<file path="src/rtl/lc3b_fetch.sv">
// lc3b_fetch: LC-3b instruction-fetch stage feeding the IF/ID register.
// Owns the PC, runs the imem read handshake, and presents a registered
// instruction with its PC+2 under a valid/stall handshake.
// Ports:
//   clk, reset             clock, async active-high reset
//   stall                  downstream cannot accept this cycle
//   redirect, redirect_pc  branch/jump target load, flushes the stage
//   mem_resp, mem_rdata    imem response handshake and data
//   mem_read, mem_address  imem request (held until mem_resp)
//   instr_out, pc_out      fetched instruction and its address + 2
//   valid_out              instr_out/pc_out hold a live instruction
module lc3b_fetch #(
   parameter logic [15:0] RESET_PC = 16'h0000
) (
   input  logic        clk,
   input  logic        reset,
   input  logic        stall,
   input  logic        redirect,
   input  logic [15:0] redirect_pc,
   input  logic        mem_resp,
   input  logic [15:0] mem_rdata,
   output logic        mem_read,
   output logic [15:0] mem_address,
   output logic [15:0] instr_out,
   output logic [15:0] pc_out,
   output logic        valid_out
);

   typedef enum logic [1:0] {
      S_IDLE,
      S_REQ,
      S_DRAIN
   } state_e;

   localparam logic [15:0] RESET_PC_AL = {RESET_PC[15:1], 1'b0};

   state_e      state_q, state_d;
   logic [15:0] pc_q, pc_d;
   logic [15:0] req_addr_q, req_addr_d;
   logic        squash_q, squash_d;
   logic        skid_valid_q, skid_valid_d;
   logic [15:0] skid_instr_q, skid_instr_d;
   logic [15:0] skid_pc_q, skid_pc_d;
   logic [15:0] instr_q, instr_d;
   logic [15:0] pcout_q, pcout_d;
   logic        valid_q, valid_d;

   logic        in_req;
   logic        resp_hit;
   logic        resp_take;
   logic        retire;
   logic        holding;
   logic [15:0] next_addr;

   always_comb begin
      state_d      = state_q;
      pc_d         = pc_q;
      req_addr_d   = req_addr_q;
      squash_d     = squash_q;
      skid_valid_d = skid_valid_q;
      skid_instr_d = skid_instr_q;
      skid_pc_d    = skid_pc_q;
      instr_d      = instr_q;
      pcout_d      = pcout_q;
      valid_d      = valid_q;

      in_req    = (state_q == S_REQ);
      resp_hit  = in_req && mem_resp;
      resp_take = resp_hit && !squash_q;
      retire    = valid_q && !stall;
      next_addr = req_addr_q + 16'd2;

      if (redirect) begin
         pc_d         = {redirect_pc[15:1], 1'b0};
         valid_d      = 1'b0;
         skid_valid_d = 1'b0;
         state_d      = S_REQ;
         // Only a request still in flight needs its reply discarded.
         squash_d     = in_req && !mem_resp;
      end else begin
         if (resp_hit && squash_q) begin
            squash_d = 1'b0;
         end
         if (resp_take) begin
            pc_d = next_addr;
            if (!valid_q || !stall) begin
               instr_d = mem_rdata;
               pcout_d = next_addr;
               valid_d = 1'b1;
            end else begin
               skid_valid_d = 1'b1;
               skid_instr_d = mem_rdata;
               skid_pc_d    = next_addr;
               state_d      = S_DRAIN;
            end
         end
         if (retire && skid_valid_q) begin
            instr_d      = skid_instr_q;
            pcout_d      = skid_pc_q;
            valid_d      = 1'b1;
            skid_valid_d = 1'b0;
            state_d      = S_REQ;
         end else if (retire && !resp_take) begin
            valid_d = 1'b0;
         end
         if (state_q == S_IDLE) begin
            state_d = S_REQ;
         end
      end

      // A pending request keeps its address; any new one uses the new pc.
      holding = in_req && !mem_resp;
      if (state_d == S_REQ && !holding) begin
         req_addr_d = pc_d;
      end
   end

   always_ff @(posedge clk or posedge reset) begin
      if (reset) begin
         state_q      <= S_IDLE;
         pc_q         <= RESET_PC_AL;
         req_addr_q   <= 16'h0000;
         squash_q     <= 1'b0;
         skid_valid_q <= 1'b0;
         skid_instr_q <= 16'h0000;
         skid_pc_q    <= 16'h0000;
         instr_q      <= 16'h0000;
         pcout_q      <= 16'h0000;
         valid_q      <= 1'b0;
      end else begin
         state_q      <= state_d;
         pc_q         <= pc_d;
         req_addr_q   <= req_addr_d;
         squash_q     <= squash_d;
         skid_valid_q <= skid_valid_d;
         skid_instr_q <= skid_instr_d;
         skid_pc_q    <= skid_pc_d;
         instr_q      <= instr_d;
         pcout_q      <= pcout_d;
         valid_q      <= valid_d;
      end
   end

   assign mem_read    = (state_q == S_REQ);
   assign mem_address = req_addr_q;
   assign instr_out   = instr_q;
   assign pc_out      = pcout_q;
   assign valid_out   = valid_q;

endmodule

</file>
<file path="config.mk">
export PLATFORM = sky130hd
export DESIGN_NAME = lc3b_fetch
export DESIGN_NICKNAME = d
export VERILOG_FILES = /design/src/rtl/lc3b_fetch.sv
export SDC_FILE = /design/constraint.sdc
export NUM_CORES = 1
export LEC_CHECK = 0
export CAP_MARGIN = 20
export CORE_MARGIN = 5
export CORE_UTILIZATION = 40
export DETAILED_ROUTE_END_ITERATION = 8
export PLACE_DENSITY = 0.67
export SYNTH_ARGS = -nofsm -noshare
export SYNTH_HDL_FRONTEND = slang
export SYNTH_SLANG_ARGS = --single-unit
</file>
<file path="constraint.sdc">
create_clock -name clk -period 3.75 [get_ports clk]
set_input_delay 0.75 -clock clk [delete_from_list [all_inputs] [get_ports clk]]
set_output_delay 0.75 -clock clk [all_outputs]
set_load 0.005 [all_outputs]
</file>
==> qor.csv, run 1 <==
metric,value,unit
status,completed,
syn_inst,472,
cap_viol_max_count,0,
setup_viol,0,
die_area,0.0139,mm²
min_path_type,reg2reg,
dr.pass1.iters,4,
ys_seq_elements,101,
multi_input_area,0.00195,mm²
synth.avg_cell_area,9.84,µm²
grt_use_total,16.3,%
grt_max_degree,60,
fin_crit_sh,71.8,%
crit_arrival,2.91,ns
cts_sinks,101,
cts.clk_slew.worst_paths,0.07,ns
hold_depth,1,
seqCellArea,0.00253,mm²
tritoncts,yes,
hold_viol_final,0,
core_area,0.0114,mm²
worstMarginPinSlew,0.794,ns
required,3.97,ns
drive_gt1_share,11.2,%
vias,3709,
power,3.25,mW
wl_per_cell,16.1,µm
dp.cells,681,
final_util,52.1,%
finalClockSkew,0.00986,ns
dpl.hpwl,7600,µm
cts_resized,0,
synth_top_cell_area_share,54.4,%
die_h,118,µm
postCtsSetupBuffers,0,
grt_overflow,0,
yosys.area.top_type,dfrtp_1,
place_congestion,0.786,
cts_max_path_buffers,2,
cts_max_level,3,
tns,0,ns
drtAntennaViolNets,0,
dp_slack,0.702,ns
grt_pass1_wl,18700,µm
cts_buffers,9,
row_count,39,
p_leak,2.57,nW
worstSetupStartpointType,input pin,
drc,0,
setup_slack,1.06,ns
die_w,118,µm
place_area,0.00563,mm²
cp_max_fo,34,
layout_common_cells,"dfrtp_1, clkdlybuf4s50_1, nand2_1, nor2_1, a21oi_1",
start_util,40.7,%
fmax,371,MHz
ioPinCount,87,
viasPerCell,5.32,
cts_hold_buf,0,
synth_warnings,0,
grt_pass1_vias,3654,
fill_cells,1064,
antenna_found_initial,0,
seq_area_frac_synth,54.4,%
drt_iter0_drc,342,
antenna_cells,0,
area_delta_synth_final,28.0,%
io_buffers,85,
whs,0.477,ns
min_period,2.69,ns
instances_no_fill,697,
finalMaxSlewViolations,0,
synth_edf_count,0,
ff2ff_path_depth,4,
ir_drop,310,µV
root_buffer,clkbuf_16,
synth_ff_type,dfrtp_1,
critPathKind,in2reg,
power_density,547,mW/mm²
clock_latency,0.34,ns
ys_types,47,
wirelength,11200,µm
synth_area,0.00464,mm²
slew_headroom,46.9,%
synth_nets,510,
fin_area,0.00594,mm²
ys_top_cells_by_area,"dfrtp_1, nand2_1, mux2_2",
rsz0062_at_grt,false,
final_common_cell,dfrtp_1,
fin_nets,587,
endpoint_kind,register,
synthArstFlopShare,100,%
==> registers in the layout, indices dropped and copies added (netlist names) <==
register	flops
squash_q	1
skid_instr_q	16
state_q	2
instr_out	16
skid_pc_q	16
mem_address	16
skid_valid_q	1
valid_out	1
pc_out	16
pc_q	16
==> cells in the mapped netlist, types with 2 or more instances <==
| cell type | number |
|---|---|
| a211o_1 | 2 |
| a211oi_1 | 2 |
| a21o_1 | 12 |
| a21oi_1 | 49 |
| a2bb2oi_1 | 3 |
| a31oi_1 | 23 |
| and2_1 | 2 |
| and3_1 | 2 |
| buf_1 | 2 |
| buf_2 | 9 |
| buf_4 | 6 |
| clkbuf_1 | 12 |
| dfrtp_1 | 101 |
| inv_1 | 9 |
| mux2_2 | 24 |
| nand2_1 | 72 |
| nand2b_1 | 2 |
| nand3_1 | 4 |
| nand4_1 | 2 |
| nor2_1 | 60 |
| nor2b_1 | 2 |
| nor3_1 | 4 |
| nor4_2 | 2 |
| o21ai_0 | 26 |
| o21bai_1 | 2 |
| o22a_1 | 2 |
| o22ai_1 | 3 |
| o31ai_1 | 2 |
| or3_1 | 2 |
| xnor2_1 | 8 |
| xor2_1 | 5 |
==> cells by family (layout without fill, tap and decap cells) <==
| kind of cell | after synthesis | in the layout | share of synthesized area [%] |
|---|---|---|---|
| flops | 101 | 101 | 54.4 |
| simple gates | 162 | 162 | 15.8 |
| fa+ha+maj | 1 | 1 | 0.269 |
| compound gates | 132 | 132 | 17.2 |
| xor+xnor | 13 | 13 | 2.45 |
| buf+inv | 38 | 120 | 3.80 |
| mux | 25 | 25 | 6.04 |
==> cell type report <==
type,instances,share of cell area [%]
sequential,101,42.5
multi-input combinational,333,32.9
timing repair buffer,95,15.8
clock buffer,11,4.25
tap,143,3.01
clock inverter,5,0.968
inverter,9,0.610
==> worst max-delay path, stage by stage <==
cell	delay [ns]
clkdlybuf4s50_1	0.54
nand4bb_2	0.17
nor3_4	0.56
buf_4	0.48
mux2_2	0.38
==> per-layer routing <==
layer	vias to the layer above	track usage [%]	wire (µm)
met5	-	0	0
met4	0	5.23	194
li1	1786	-	-
met3	18	3.51	661
met2	120	24.2	4880
met1	1785	23.8	5470
==> worst paths after layout <==
kind,start,to,slack (ns)
hold / removal,pc_out[7],pc_out[7],0.48
min in group asynchronous,reset,instr_out[15],0.91
setup / recovery,mem_resp,skid_pc_q[2],1.06
max in group asynchronous,reset,mem_address[12],2.14
hold reg to reg,pc_out[7],pc_out[7],0.48
setup reg to reg,state_q[1],skid_pc_q[2],1.40
==> power by group <==
group / total, mW / internal (mW) / switching, mW
Combinational: 0.784 / 0.454 / 0.330
Sequential: 1.51 / 1.34 / 0.171
Clock: 0.956 / 0.555 / 0.401
(Power assumes the default switching activity.)
==> run 2: changes to the inputs <==
- clock period: 3.75 -> 2.7 ns (I/O delays scaled with it)
==> qor.csv, run 2 (synthesized netlist as in run 1, its figures left out) <==
metric,value,unit
holdPathEnd,pc_out[13],
cts_buffers,9,
wirelength,11200,µm
fmax,449,MHz
timing.rr.end,pc_out[13],
die_w,118,µm
cts_max_level,3,
crit_arrival,2.46,ns
antenna_cells,0,
layout_common_cells,"dfrtp_1, clkdlybuf4s50_1, nand2_1, nor2_1, a21oi_1",
wl_per_cell,15.9,µm
finalMaxSlewViolations,0,
hp-start,pc_out[13],
ioPinCount,87,
cap_viol_max_count,0,
cts_resized,0,
place_congestion,0.822,
rsz0062_at_grt,false,
drt_iter0_drc,318,
fin_area,0.00599,mm²
root_buffer,clkbuf_16,
setup_viol,0,
worstSetupStartpointType,register,
slew_headroom,48.8,%
grt_max_degree,46,
min_period,2.23,ns
endpoint_kind,register,
finalClockSkew,0.00647,ns
place_area,0.00569,mm²
clock_latency,0.34,ns
hold_depth,1,
fin_nets,591,
power,4.49,mW
grt_pass1_vias,3778,
worstMarginPinSlew,0.767,ns
drive_gt1_share,11.6,%
die_area,0.0139,mm²
dpl.hpwl,7720,µm
multi_input_area,0.00195,mm²
fin_crit_sh,82.4,%
area_delta_synth_final,29.0,%
max_stage_delay,0.55,ns
row_count,39,
io_buffers,85,
start_util,40.7,%
ir_drop,444,µV
postCtsSetupBuffers,0,
grt_pass1_wl,19000,µm
cts.clk_slew.worst_paths,0.07,ns
seqCellArea,0.00253,mm²
crit_buf_inv,0,
cts_max_path_buffers,2,
rrSetupSlack,0.47,ns
antenna_found_initial,0,
dr.pass1.iters,4,
tns,0,ns
grt_use_total,16.6,%
p_leak,2.58,nW
hold_viol_final,0,
viasPerCell,5.28,
cp_max_fo,7,
power_density,750,mW/mm²
drtAntennaViolNets,0,
final_common_cell,dfrtp_1,
min_path_type,reg2reg,
required,2.93,ns
core_area,0.0114,mm²
die_h,118,µm
status,completed,
drc,0,
fill_cells,1070,
cpMaxStageDelayCell,or4_4,
crit_family,simple AND/OR/NAND/NOR gates,
final_util,52.5,%
cp_cell_sequence,ha_1 > nand2_1 > or4_4 > xor2_1 > a21oi_2 > a21o_1,
grt_overflow,0,
tritoncts,yes,
cts_hold_buf,0,
ff2ff_path_depth,6,
vias,3699,
cts_sinks,101,
r2r_start,mem_address[1],
critPathKind,reg2reg,
## run 2: where the power goes
part | internal, mW | switching, mW | total, mW
logic | 0.636 | 0.456 | 1.09
registers | 1.86 | 0.242 | 2.10
clock network | 0.746 | 0.550 | 1.30
total | 3.24 | 1.25 | 4.49
## run 2: layout make-up
class,count,share of cell area (%)
clock buffer,11,4.05
timing repair buffer,99,16.6
inverter,9,0.626
sequential,101,42.2
tap,143,2.99
clock inverter,5,0.981
multi-input combinational,333,32.6
## run 2: metrics by stage
stage | cells | setup slack, ns | hold WS [ns]
final | 701 | 0.474 | 0.480
after global routing | 701 | 0.364 | 0.502
after CTS | 701 | 0.501 | 0.480
after detailed placement | 685 | 0.216 | 0.465
after global placement | 685 | 0.277 | 0.461
after floorplan | 472 | 0.868 | 0.473
## run 2: worst max-delay path by stage
stage	start	end	cells past startpoint
floorplan	mem_address[1]	pc_out[13]	6
global placement	redirect	mem_address[7]	5
detailed placement	stall	pc_out[5]	5
CTS	mem_address[1]	pc_out[13]	6
global route	mem_address[1]	pc_out[13]	6
finish	mem_address[1]	pc_out[13]	6
## run 2: worst register-to-register path, cell delays in order, from the launching register on
cell	delay (ns)
dfrtp_1	0.49
ha_1	0.27
nand2_1	0.17
or4_4	0.55
xor2_1	0.39
a21oi_2	0.10
a21o_1	0.16
## run 2: per-layer routing
metal	track usage (%)	wire, µm
met1	23.6	5390
met2	25.1	5090
met3	5.24	637
met4	3.23	41
met5	0	0
==> run 3: changes to the inputs <==
- PLACE_DENSITY: 0.67 -> 0.69
- clock period: 2.7 -> 1.9 ns (I/O delays scaled with it)
==> qor.csv, run 3 (synthesized netlist as in run 1, its figures left out) <==
metric,value,unit
crit_buf_inv,2,
r2r_start,squash_q,
ir_drop,730,µV
cts.clk_slew.worst_paths,0.06,ns
p_leak,2.81,nW
grt_max_degree,102,
dr.pass1.iters,4,
place_area,0.00600,mm²
area_delta_synth_final,38.2,%
cp_max_fo,17,
pwr-share-seq,43.1,%
switchingPower,1.84,mW
die_area,0.0139,mm²
worstMarginPinSlew,0.570,ns
grt_use_total,17.8,%
wl_per_cell,16.2,µm
holdPathEnd,pc_out[9],
cts_max_level,3,
ioPinCount,87,
core_area,0.0114,mm²
clock_latency,0.35,ns
switching_share,26.9,%
min_period,1.83,ns
die_h,118,µm
final_common_cell,dfrtp_1,
drc,0,
row_count,39,
rrSetupSlack,0.08,ns
cts_buffers,9,
layout_common_cells,"dfrtp_1, clkdlybuf4s50_1, nand2_1, nor2_1, a21oi_1",
drtAntennaViolNets,0,
grt_pass1_vias,4040,
power_density,1070,mW/mm²
fmax,546,MHz
ff2ff_path_depth,4,
drive_gt1_share,18.4,%
crit_arrival,2.06,ns
cts_hold_buf,0,
cap_viol_max_count,0,
min_path_type,reg2reg,
max_stage_delay,0.54,ns
postCtsSetupBuffers,0,
fin_nets,628,
grt_overflow,0,
required,2.13,ns
cell_internal_pwr,5.00,mW
vias,3873,
start_util,40.7,%
cpMaxStageDelayCell,clkdlybuf4s50_1,
crit_family,buffers and inverters,
finalMaxSlewViolations,0,
fin_area,0.00642,mm²
hold_viol_final,0,
cp_cell_sequence,clkdlybuf4s50_1 > nand4bb_2 > nor3_4 > buf_6 > mux2_2,
root_buffer,clkbuf_16,
pwr-share-comb,26.2,%
place_congestion,0.836,
status,completed,
cts_max_path_buffers,2,
antenna_cells,0,
endpoint_kind,register,
critPathKind,in2reg,
timing.rr.end,skid_instr_q[5],
viasPerCell,5.26,
antenna_found_initial,0,
setup_viol,0,
dpl.hpwl,8160,µm
io_buffers,85,
finalClockSkew,0.00476,ns
grt_pass1_wl,20200,µm
fin_crit_sh,96.4,%
wirelength,11900,µm
p_clk_share,30.6,%
hold_depth,1,
die_w,118,µm
worstSetupStartpointType,input pin,
cts_sinks,101,
tritoncts,yes,
hp-start,pc_out[9],
drt_iter0_drc,337,
slew_headroom,62.0,%
power,6.84,mW
[run 3: changes by cell type in the layout (fill, tap and decap cells not counted), moves of 2 or more]
| cell | before | now |
|---|---|---|
| buf_4 | 11 | 41 |
| buf_12 | 3 | 6 |
| buf_6 | 0 | 3 |
| bufinv_16 | 1 | 3 |
| xor2_1 | 5 | 3 |
[run 3: area by class of cell]
cell class | count | area [µm²]
Clock buffer | 10 | 239
Clock inverter | 4 | 97.6
Fill cell | 1012 | 5000
Inverter | 9 | 37.5
Multi-Input combinational cell | 333 | 2020
Sequential cell | 101 | 2530
Tap cell | 143 | 179
Timing Repair Buffer | 136 | 1320
[run 3: repair_timing]
item | in CTS | in global routing
resized for setup | 2 | 13
cloned | 0 | 1
pin swaps | 0 | 1
endpoints found under the setup margin | 2 | 27
[run 3: how the worst max path moves through the flow]
stage	from	endpoint	slack (ns)	cells after the start
6_report	mem_resp	skid_instr_q[5]	0.07	5
5_1_grt	state_q[1]	mem_address[6]	-0.002	6
4_1_cts	mem_resp	skid_instr_q[5]	0.01	5
3_5_place_dp	mem_resp	skid_instr_q[5]	-0.35	5
3_3_place_gp	mem_resp	skid_instr_q[2]	-0.28	5
2_1_floorplan	mem_address[1]	pc_out[13]	0.07	6
[run 3: per-stage QoR]
| step | hold slack [ns] | setup TNS [ns] | std cells | util, % | setup WS, ns |
|---|---|---|---|---|---|
| detailed placement | 0.467 | -17.26 | 721 | 52.5 | -0.349 |
| CTS | 0.482 | 0 | 735 | 55.5 | 0.0133 |
| global placement | 0.464 | -14.38 | 721 | 52.5 | -0.284 |
| global route | 0.498 | -0.00217 | 736 | 56.2 | -0.00217 |
| finish | 0.478 | 0 | 736 | 56.2 | 0.0685 |
| floorplan | 0.473 | 0 | 472 | - | 0.0679 |
[run 3: power groups by stage]
stage / Sequential (mW) / Clock, mW / Combinational [mW]
floorplan: 2.97 / 0 / 0.767
global route: 3.01 / 2.26 / 1.98
CTS: 2.94 / 2.16 / 1.79
detailed placement: 2.98 / 0 / 1.78
finish: 2.95 / 2.09 / 1.79
global placement: 2.96 / 0 / 1.73
[run 3: layer usage]
layer,routed length (µm),global-route usage [%],vias to the layer above
li1,-,-,1867
met1,5590,24.4,1882
met2,5450,27.3,117
met3,753,5.53,7
met4,108,4.80,0
met5,0,0,-
